[src/rtl/serial_operand_serializer.sv]
// Parallel-to-serial operand front end: streams (a_in, b_in) LSB-first as bit pairs. Optional SERIALIZER_SKID_EN.
// Latency: bit 0 appears the cycle after the accept edge; a word of L bits occupies L output cycles.
// Backpressure: none downstream; in_rdy low while busy (with SERIALIZER_SKID_EN, low only while the holding slot is full).
module serial_operand_serializer #(
    parameter int WIDTH = 8,
    parameter int LENW  = 4
) (
    input  logic            clk,
    input  logic            rst_n,
    input  logic            in_vld,
    output logic            in_rdy,
    input  logic [WIDTH-1:0] a_in,
    input  logic [WIDTH-1:0] b_in,
    input  logic [LENW-1:0] in_len,
    input  logic            abort,
    output logic            vld,
    output logic            a,
    output logic            b,
    output logic            last
);

    localparam logic [0:0] IDLE  = 1'b0;
    localparam logic [0:0] SHIFT = 1'b1;

    logic [0:0]       state;
    logic [WIDTH-1:0] sh_a, sh_b;
    logic [LENW-1:0]  cnt, len_m1;

    logic             accept, free_slot, st_go;
    logic [WIDTH-1:0] st_a, st_b;
    logic [LENW-1:0]  st_lm1;

    // Out-of-range lengths (0 or above WIDTH) mean a full-width word.
    function automatic logic [LENW-1:0] len_m1_of(input logic [LENW-1:0] l);
        if (l == '0 || l > LENW'(WIDTH))
            return LENW'(WIDTH - 1);
        return l - LENW'(1);
    endfunction

    assign accept    = in_vld && in_rdy;
    assign free_slot = (state == IDLE) || last;

`ifdef SERIALIZER_SKID_EN
    logic             hold_full, hold_full_nxt, load_hold;
    logic [WIDTH-1:0] hold_a, hold_b;
    logic [LENW-1:0]  hold_lm1;

    // A held word has priority for the next free output slot; a fresh word then waits in the hold.
    always_comb begin
        st_go     = 1'b0;
        st_a      = a_in;
        st_b      = b_in;
        st_lm1    = len_m1_of(in_len);
        load_hold = 1'b0;
        if (free_slot && hold_full) begin
            st_go     = 1'b1;
            st_a      = hold_a;
            st_b      = hold_b;
            st_lm1    = hold_lm1;
            load_hold = accept;
        end else if (free_slot && accept) begin
            st_go = 1'b1;
        end else begin
            load_hold = accept;
        end
        hold_full_nxt = (hold_full && !free_slot) || load_hold;
    end

    always_ff @(posedge clk or negedge rst_n) begin
        if (!rst_n) begin
            hold_full <= 1'b0;
            hold_a    <= '0;
            hold_b    <= '0;
            hold_lm1  <= '0;
            in_rdy    <= 1'b0;
        end else if (abort) begin
            hold_full <= 1'b0;
            in_rdy    <= 1'b1;
        end else begin
            hold_full <= hold_full_nxt;
            in_rdy    <= !hold_full_nxt;
            if (load_hold) begin
                hold_a   <= a_in;
                hold_b   <= b_in;
                hold_lm1 <= len_m1_of(in_len);
            end
        end
    end
`else
    always_comb begin
        st_go  = accept;
        st_a   = a_in;
        st_b   = b_in;
        st_lm1 = len_m1_of(in_len);
    end

    always_ff @(posedge clk or negedge rst_n) begin
        if (!rst_n)
            in_rdy <= 1'b0;
        else if (abort)
            in_rdy <= 1'b1;
        else
            in_rdy <= !st_go && free_slot;
    end
`endif

    always_ff @(posedge clk or negedge rst_n) begin
        if (!rst_n) begin
            state  <= IDLE;
            sh_a   <= '0;
            sh_b   <= '0;
            cnt    <= '0;
            len_m1 <= '0;
            vld    <= 1'b0;
            a      <= 1'b0;
            b      <= 1'b0;
            last   <= 1'b0;
        end else if (abort) begin
            state <= IDLE;
            cnt   <= '0;
            vld   <= 1'b0;
            a     <= 1'b0;
            b     <= 1'b0;
            last  <= 1'b0;
        end else if (st_go) begin
            state  <= SHIFT;
            sh_a   <= st_a >> 1;
            sh_b   <= st_b >> 1;
            cnt    <= '0;
            len_m1 <= st_lm1;
            vld    <= 1'b1;
            a      <= st_a[0];
            b      <= st_b[0];
            last   <= (st_lm1 == '0);
        end else if (state == SHIFT && !last) begin
            sh_a <= sh_a >> 1;
            sh_b <= sh_b >> 1;
            cnt  <= cnt + LENW'(1);
            a    <= sh_a[0];
            b    <= sh_b[0];
            last <= (cnt + LENW'(1) == len_m1);
        end else begin
            state <= IDLE;
            cnt   <= '0;
            vld   <= 1'b0;
            a     <= 1'b0;
            b     <= 1'b0;
            last  <= 1'b0;
        end
    end

endmodule

[config.mk]
export PLATFORM = sky130hd
export DESIGN_NAME = serial_operand_serializer
export DESIGN_NICKNAME = d
export VERILOG_FILES = /design/src/rtl/serial_operand_serializer.sv
export SDC_FILE = /design/constraint.sdc
export NUM_CORES = 1
export LEC_CHECK = 0
export BUFFER_PORTS_ARGS = -buffer_cell sky130_fd_sc_hd__buf_2
export CAP_MARGIN = 15
export CORE_ASPECT_RATIO = 0.8
export CORE_MARGIN = 4
export CORE_UTILIZATION = 30
export DETAILED_ROUTE_END_ITERATION = 12
export PLACE_DENSITY = 0.61
export SLEW_MARGIN = 20
export SYNTH_ARGS = -nofsm -noshare
export SYNTH_HDL_FRONTEND = slang
export SYNTH_SLANG_ARGS = --single-unit
export TNS_END_PERCENT = 10
[constraint.sdc]
create_clock -name clk -period 1.45 [get_ports clk]
set_input_delay 0.29 -clock clk [delete_from_list [all_inputs] [get_ports clk]]
set_output_delay 0.29 -clock clk [all_outputs]
set_load 0.02 [all_outputs]
==> results of run 1 <==
==> sequential cells by signal, indices dropped and copies added (netlist names) <==
name and count:
len_m1 4, last 1, a 1, b 1, sh_a 7, state 1, in_rdy 1, sh_b 7
cnt 4
==> power by group through the flow <==
stage	clock network [mW]	logic, mW	registers [mW]
floorplan	0	0.438	1.03
global placement	0	0.551	1.04
detailed placement	0	0.572	1.06
CTS	0.436	0.576	1.05
global route	0.456	0.618	1.08
finish	0.422	0.570	1.05
==> metal layers <==
metal	GRT usage	routed length (µm)	share of wire
met5	0	0	0
met4	0.0211	21	0.0081
met3	0.0333	153	0.059
met2	0.165	1250	0.48
met1	0.111	1160	0.45
==> synthesized netlist by cell type <==
library cell and number:
a21oi_1 2, a21oi_4 1, a22o_1 4, a31o_2 1, a31oi_1 2, and2_1 1
and3b_2 1, buf_2 1, buf_6 1, buf_8 1, dfrtp_1 27, ha_1 2
inv_1 2, inv_2 1, mux2_2 9, mux2_4 16, nand2_1 1, nand2_4 1
nand2b_4 1, nand3_1 1, nor2_1 7, nor2b_1 1, nor3_1 1, nor3b_2 1
nor4b_1 1, o211ai_1 1, or3b_1 1, or4_1 1, xnor2_1 3, xor2_1 3
xor3_1 2
==> stage by stage <==
step,cells,setup WS (ns),utilization
floorplan,98,0.0206,-
global placement,185,-0.00993,0.376
detailed placement,185,-0.0154,0.376
CTS,189,0.0444,0.386
global route,189,0.0148,0.389
finish,189,0.0613,0.389
==> area by class of cell <==
cell class	instances	share of cell area
multi-input combinational	65	0.410
timing repair buffer	33	0.113
inverter	3	0.00668
sequential	27	0.402
clock buffer	4	0.0267
tap	57	0.0423
==> timing repair <==
action / in CTS / in global routing
setup buffers: 0 / 0
resized for setup: 0 / 2
setup endpoints to repair: 0 / 5
==> worst max-delay path: cells and delay by family (launching register included) <==
| family | cells | cell delay [ns] |
|---|---|---|
| flip-flops | 1 | 0.39 |
| XOR/XNOR | 1 | 0.37 |
| adder cells (fa/ha/maj) | 1 | 0.22 |
| AND/OR/NAND/NOR | 1 | 0.19 |
| AO/OA/AOI/OAI | 1 | 0.17 |
==> worst min path at each step <==
stage,endpoint,startpoint,depth (start not counted),slack (ns)
after CTS,sh_b[2],rst_n,1,0.04
after floorplan,a,rst_n,0,-0.006
after detailed placement,sh_b[4],rst_n,1,0.34
final,sh_b[4],rst_n,1,0.008
after global placement,sh_b[3],rst_n,1,0.33
after global routing,sh_b[4],rst_n,1,0.06
==> cell families after synthesis <==
| family | share of synthesized area |
|---|---|
| flip-flops | 0.483 |
| multiplexers | 0.244 |
| AO/OA/AOI/OAI | 0.0643 |
| adder cells (fa/ha/maj) | 0.0179 |
| buffers and inverters | 0.0304 |
| AND/OR/NAND/NOR | 0.0894 |
| XOR/XNOR | 0.0715 |
==> metrics, run 1 <==
status finished, final reports clean; post-route design area 1690 µm²; Mapped Cells 98; Area growth syn-to-layout 20.4%; IO Pins 29; Root Buffer Master clkbuf_8; grt ovf 0; power per cell area approximately 1200 nW/µm²; Syn Area/Cell 14.3 µm²; mapped cell area about 1400 µm²; maximum clock insertion buffer count 2; required time worst endpoint 1.67 ns; worst skew pair latency 0.27 ns; Slowest cell on crit path dfrtp_1; total power approximately 2.0 mW; Startpoint Class flop; final setup vio count 0; Worst Clk Skew roughly 0.0096 ns; most frequent cells in the layout 28 x buf_2, 26 x dfrtp_1, 16 x mux2_4, 9 x mux2_2, 7 x nor2_1; initial drt markers 19; Sequential Power Share 0.513; Via density approximately 4.4; Chip Width 84.4 µm; H-tree levels 1; Worst-Margin Slew 0.601 ns; Post-CTS Hold Fix Bufs 0; FF-to-FF Start cnt[0]; Pleak 0.807 nW; first-pass GRT wire length 4510 µm; routed len/inst 13.7 µm; die area 5830 µm²; area of the multi-input gates 691 µm²; commonest non-fill, non-tap cell in the layout buf_2; post-synth top area share 0.483; setup TNS 0 ns; Synth warnings 0; Synth area leaders dfrtp_1 48%, mux2_4 17%, mux2_2 7.2%, xor3_1 3.4%, a22o_1 2.5%; initial core utilization 0.323; highest ir drop seen on vdd 692 µV; hold slack between 0.007 and 0.008 ns; combinational share of power 0.280; Setup crit start cnt[0]; initial antenna violation count 0; Pre-antenna DRT Iters 4; die height 69.1 µm; max-slew violations 0; top achievable clock speed 0.720 GHz; vias in the first global route 965; max cap viols 0; Internal 1.51 mW; placed inst area 1630 µm²; worst-path maximum fanout 2; Worst Reg-to-Reg Cells 4; kind of critical path reg -> reg; CTS tree built; Final Cycle Share 0.958; WL final 2590 µm; CP arrival 1.61 ns; row cnt 21; Sequential Area between 600 and 700 µm²; Switching Fraction 0.259; Ant. Diodes 0; via count 830; Post-DRT Antenna Nets 0; endpoints failing hold 0; Rel. slew slack 0.599; HPWL after DPL about 2000 µm; worst setup path end last; crit path cell chain ha_1, xor3_1, nor3_1, a31o_2; synthesized flop and latch total 27; largest net degree at the start of global routing 28; Fillers between 400 and 500; core box area 4340 µm²; Switch Pwr 0.527 mW; RePlAce Congestion 0.726; nets 159; Hold Path Class in -> async; register clock-pin slew on the reported worst setup and hold paths 0.09 ns; Seq/Total Area, Yosys 0.483; post-synth cell types 31; DR DRC count 0; RSZ-0062 raised after global routing no; crit-path max cell delay 0.39 ns; CTS Sinks 27; crit end category flop; syn nets 124; minimum clock period between 1 and 1.5 ns; fraction of layout cells with a size suffix above 1 0.523; FF-to-FF End last; CTS Buf Count 3; flop2flop setup slack 0.06 ns; PortBufs 28; all-layer global routing usage 0.0943; Synth area leader dfrtp_1; clock share of power 0.207
Power figures use the tool's default switching activity.
==> run 2: changes to the inputs <==
--- a/config.mk
+++ b/config.mk
@@ -11,5 +11,5 @@
 export CORE_MARGIN = 4
-export CORE_UTILIZATION = 30
+export CORE_UTILIZATION = 48
 export DETAILED_ROUTE_END_ITERATION = 12
-export PLACE_DENSITY = 0.61
+export PLACE_DENSITY = 0.84
 export SLEW_MARGIN = 20
@@ -18,2 +18 @@
 export SYNTH_SLANG_ARGS = --single-unit
-export TNS_END_PERCENT = 10
--- a/constraint.sdc
+++ b/constraint.sdc
@@ -3,2 +3,2 @@
 set_output_delay 0.29 -clock clk [all_outputs]
-set_load 0.02 [all_outputs]
+set_load 0.01 [all_outputs]
==> run 2 against run 1 <==
Fmax about the same. Via count up 4.2%. Combinational power down 2%. Clock-buffer cell count down 1. Worst setup slack about the same. Design area down 1.3%. Critical path type unchanged.
==> metrics, run 2 (synthesis results as in run 1) <==
status finished, final reports clean; Worst Clk Skew 0.00725 ns (-0.00231 ns); Pre-antenna DRT Iters 3 (-1); post-route design area 1660 µm² (-1.3%); grt ovf 0 (unchanged); worst-path maximum fanout 2 (unchanged); Rel. slew slack 0.612 (+0.0129); CTS Buf Count 3 (unchanged); Via density 5.06 (+15%); buffers and inverters on the worst path 0 (unchanged); Chip Width 68.4 µm (-19%); initial core utilization 0.506 (+0.183); crit end category flop; max-slew violations 0 (unchanged); nets 160 (+0.63%); initial drt markers 14 (-5); all-layer global routing usage 0.149 (+0.0544); Final Cycle Share 0.958 (about the same); crit-path max cell delay 0.42 ns (+0.03 ns); DR DRC count 0 (unchanged); power per cell area 1160 nW/µm² (-4.0%); Post-DRT Antenna Nets 0 (unchanged); fraction of layout cells with a size suffix above 1 0.541 (+0.0186); row cnt 17 (-19%); critical path's top delay family flip-flops; via count 865 (+4.2%); Hold Path Class in -> reg; Pleak 0.801 nW (-0.76%); die area 3850 µm² (-34%); commonest non-fill, non-tap cell in the layout buf_2; required time worst endpoint 1.69 ns (+0.02 ns); Routed met1 length 1060 µm (-9.0%); PortBufs 28 (unchanged); kind of critical path reg -> reg; max cap viols 0 (unchanged); endpoints failing hold 0 (unchanged); area of the multi-input gates 698 µm² (+1.1%); Area growth syn-to-layout 18.9%; die height 56.3 µm (-19%); Ant. Diodes 0 (unchanged); HPWL after DPL 1980 µm (-1.1%); Fillers 227 (-47%); placed inst area 1600 µm² (-1.9%); crit path cell chain ha_2, xor3_1, nor3_2, a31o_2; Core Util, Final 0.602 (+0.213); CTS tree built; Sequential Area 677 µm² (unchanged); routed len/inst 15.0 µm (+9.8%); Worst-Margin Slew 0.582 ns (-0.0193 ns); first-pass GRT wire length 4310 µm (-4.3%); Slowest cell on crit path dfrtp_1; most frequent cells in the layout 28 x buf_2, 26 x dfrtp_1, 16 x mux2_4, 9 x mux2_2, 7 x nor2_1; IO Pins 29 (unchanged); initial antenna violation count 0 (unchanged); met2 routed WL 1340 µm (+7.7%); CTS Sinks 27 (unchanged); largest net degree at the start of global routing 28 (unchanged); RSZ-0062 raised after global routing no; RePlAce Congestion 0.754 (+4.0%); maximum clock insertion buffer count 2 (unchanged); core box area 2770 µm² (-36%); highest ir drop seen on vdd 755 µV (+9.0%); biggest registers after layout sh_a (7), sh_b (7); H-tree levels 1 (unchanged); minimum clock period 1.39 ns (+0.000422 ns); routed wl met3 123 µm (-20%); final setup vio count 0 (unchanged); Startpoint Class flop; WL final 2570 µm (-0.66%); Root Buffer Master clkbuf_4; top achievable clock speed 0.720 GHz (about the same); vias in the first global route 957 (-0.83%); CP arrival 1.63 ns (+0.02 ns); top sig layer met4; worst skew pair latency 0.33 ns (+0.06 ns); register clock-pin slew on the reported worst setup and hold paths 0.14 ns (+0.05 ns)
==> run 2: where the power goes <==
| part | switching, mW | leakage [nW] | internal [mW] |
|---|---|---|---|
| Sequential | 0.112 | 0.334 | 0.933 |
| Clock | 0.223 | 0.0139 | 0.106 |
| Combinational | 0.178 | 0.454 | 0.381 |
| Total | 0.513 | 0.801 | 1.42 |
==> run 2: area by class of cell <==
type,instances,share of cell area
tap,38,0.0286
timing repair buffer,34,0.120
sequential,27,0.407
clock inverter,1,0.00451
inverter,3,0.00677
clock buffer,3,0.0135
multi-input combinational,65,0.420
==> run 2: final timing paths <==
path	startpoint	to	slack, ns	depth (start not counted)
min in group asynchronous	rst_n	b	0.47	2
worst max-delay path	cnt[1]	last	0.06	4
max in group asynchronous	rst_n	in_rdy	0.57	2
worst min register to register	sh_a[3]	sh_a[3]	0.53	1
worst min-delay path	b_in[0]	b	0.18	2
worst max register to register	cnt[1]	last	0.06	4
==> run 2: what timing repair did <==
item,4_1_cts,5_1_grt
setup endpoints to repair,0,7
endpoints found under the hold margin,27,0
setup buffers,0,1
hold buffers,1,0
gates resized for setup,0,4
==> run 2: metrics by stage <==
stage	total power, mW	worst slack [ns]	cells	hold slack [ns]	setup TNS [ns]
after CTS	1.95	0.00354	170	0.163	0
after detailed placement	1.62	-0.0315	165	0.326	-0.0315
after floorplan	1.46	0.0829	98	-0.00559	0
after global routing	2.06	0.00374	171	0.162	0
after global placement	1.58	0.0367	165	0.317	0
final	1.93	0.0609	171	0.177	0
==> run 2: routing by layer <==
metal,track usage,vias up
li1,-,419
met1,0.175,418
met2,0.256,22
met3,0.0440,6
met4,0.0425,0
met5,0,-
==> run 3: changes to the inputs <==
--- a/config.mk
+++ b/config.mk
@@ -14,3 +14,2 @@
 export PLACE_DENSITY = 0.84
-export SLEW_MARGIN = 20
 export SYNTH_ARGS = -nofsm -noshare
==> constraint.sdc (replaced) <==
create_clock -name clk -period 1.45 [get_ports clk]
set_input_delay 0.3625 -clock clk [delete_from_list [all_inputs] [get_ports clk]]
set_output_delay 0.3625 -clock clk [all_outputs]
set_load 0.01 [all_outputs]
==> run 3 against run 2 <==
Clock skew decreased by 0.0035 ns. Largest power group unchanged. Clock power down 5%. Highest routed layer is now met3. Clock-buffer cell count is the same. Sequential power is essentially flat.
==> metrics, run 3 (synthesis results as in run 1) <==
status finished, final reports clean; Worst Clk Skew 0.00375 ns (-0.00350 ns); met1 Track Usage GR 0.195 (+0.0199); GR Layer Usage met2 0.249 (-0.00680); max-slew violations 0 (unchanged); power per cell area 1160 nW/µm² (-0.16%); core box area 2770 µm² (unchanged); Final Cycle Share 0.952 (-0.00582); Fillers 234 (+3.1%); biggest registers after layout sh_a (7), sh_b (7); final setup vio count 0 (unchanged); PortBufs 28 (unchanged); initial antenna violation count 0 (unchanged); HPWL after DPL 1990 µm (+0.71%); Core Util, Final 0.597 (-0.00453); grt ovf 0 (unchanged); met3 usage 0.0400 (-0.00400); top achievable clock speed 0.724 GHz (+0.61%); Area growth syn-to-layout 18.0%; Via density 5.11 (+0.94%); crit end category flop; die height 56.3 µm (unchanged); RePlAce Congestion 0.775 (+2.8%); first-pass GRT wire length 4280 µm (-0.65%); Startpoint Class flop; worst-path maximum fanout 2 (unchanged); highest ir drop seen on vdd 791 µV (+4.7%); Chip Width 68.4 µm (unchanged); Slowest cell on crit path dfrtp_1; nets 159 (-0.63%); Post-DRT Antenna Nets 0 (unchanged); Most Crowded Layer GR met2; Root Buffer Master clkbuf_4; most frequent cells in the layout 28 x buf_2, 26 x dfrtp_1, 16 x mux2_4, 9 x mux2_2, 7 x nor2_1; DR DRC count 0 (unchanged); H-tree levels 1 (unchanged); initial drt markers 37 (+23); largest net degree at the start of global routing 28 (unchanged); all-layer global routing usage 0.147 (-0.00157); CP arrival 1.60 ns (-0.03 ns); max cap viols 0 (unchanged); area of the multi-input gates 698 µm² (unchanged); CTS Buf Count 3 (unchanged); Worst-Margin Slew 0.574 ns (-0.00763 ns); Ant. Diodes 0 (unchanged); via count 868 (+0.35%); fraction of layout cells with a size suffix above 1 0.545 (+0.00410); row cnt 17 (unchanged); Pleak 0.800 nW (-0.13%); Pre-antenna DRT Iters 4 (+1); IO Pins 29 (unchanged); register clock-pin slew on the reported worst setup and hold paths 0.14 ns (about the same); commonest non-fill, non-tap cell in the layout buf_2; RSZ-0062 raised after global routing no; Sequential Area 677 µm² (unchanged); total power 1.91 mW (-0.91%); CTS tree built; vias in the first global route 905 (-5.4%); setup TNS 0 ns (unchanged); maximum clock insertion buffer count 2 (unchanged); crit-path max cell delay 0.42 ns (about the same); Rel. slew slack 0.617 (+0.00509); postcts setup bufs 0 (unchanged); required time worst endpoint 1.67 ns (-0.02 ns); worst skew pair latency 0.31 ns (-0.02 ns); Hold Path Class in -> async; routed len/inst 14.6 µm (-2.6%); CTS Sinks 27 (unchanged); WL final 2490 µm (-3.2%); Post-CTS Hold Fix Bufs 0 (-1); endpoints failing hold 0 (unchanged); initial core utilization 0.506 (unchanged); kind of critical path reg -> reg; crit path cell chain ha_2, xor3_1, nor3_2, a31o_2; buffers and inverters on the worst path 0 (unchanged); minimum clock period 1.38 ns (-0.00844 ns); critical path's top delay family flip-flops; die area 3850 µm² (unchanged)
-- run 3: cell types whose count changed in the layout (fill, tap and decap cells not counted) --
| cell | previous run | this run |
|---|---|---|
| dlygate4sd3_1 | 1 | 0 |
| clkinv_2 | 0 | 1 |
| clkinvlp_4 | 1 | 0 |
-- run 3: cell type report --
type                    count  share of cell area
clock buffers               3              0.0136
multi-input cells          65               0.423
well taps                  38              0.0288
inverters                   3             0.00682
flip-flops and latches     27               0.410
repair buffers             33               0.115
clock inverters             1             0.00303
-- run 3: report_power, final --
part / switching (mW) / internal [mW]
clock: 0.208 / 0.103
sequential: 0.105 / 0.933
combinational: 0.185 / 0.380
total: 0.498 / 1.42
-- run 3: path summary, 6_finish.rpt --
check,depth (start not counted),endpoint,from,slack [ns]
hold reg to reg,1,sh_b[2],sh_b[2],0.52
min in group clk,2,sh_b[6],b_in[7],0.26
setup reg to reg,4,last,cnt[0],0.07
setup / recovery,4,last,cnt[0],0.07
max in group asynchronous,1,in_rdy,rst_n,1.03
hold / removal,1,len_m1[1],rst_n,0.02
-- run 3: timing repair --
action                     CTS  global route
resized for setup            2             2
setup endpoints to repair    1             5
pin swaps                    0             1
hold endpoints to repair     0             0
-- run 3: stage by stage --
| step | hold WS [ns] | area, µm² | cells | worst slack (ns) |
|---|---|---|---|---|
| after floorplan | 0.0669 | 1400 | 98 | 0.0695 |
| after global placement | 0.392 | 1610 | 166 | -0.0348 |
| after detailed placement | 0.401 | 1610 | 166 | -0.175 |
| after CTS | 0.0348 | 1640 | 170 | 0.0117 |
| after global routing | 0.0553 | 1650 | 170 | 0.0301 |
| final | 0.0204 | 1650 | 170 | 0.0694 |
-- run 3: metal layers --
layer  vias to the layer above  share of wire
li1                        417              -
met2                        23           0.53
met3                         0          0.048
met1                       428           0.43
met5                         -              0
met4                         0              0
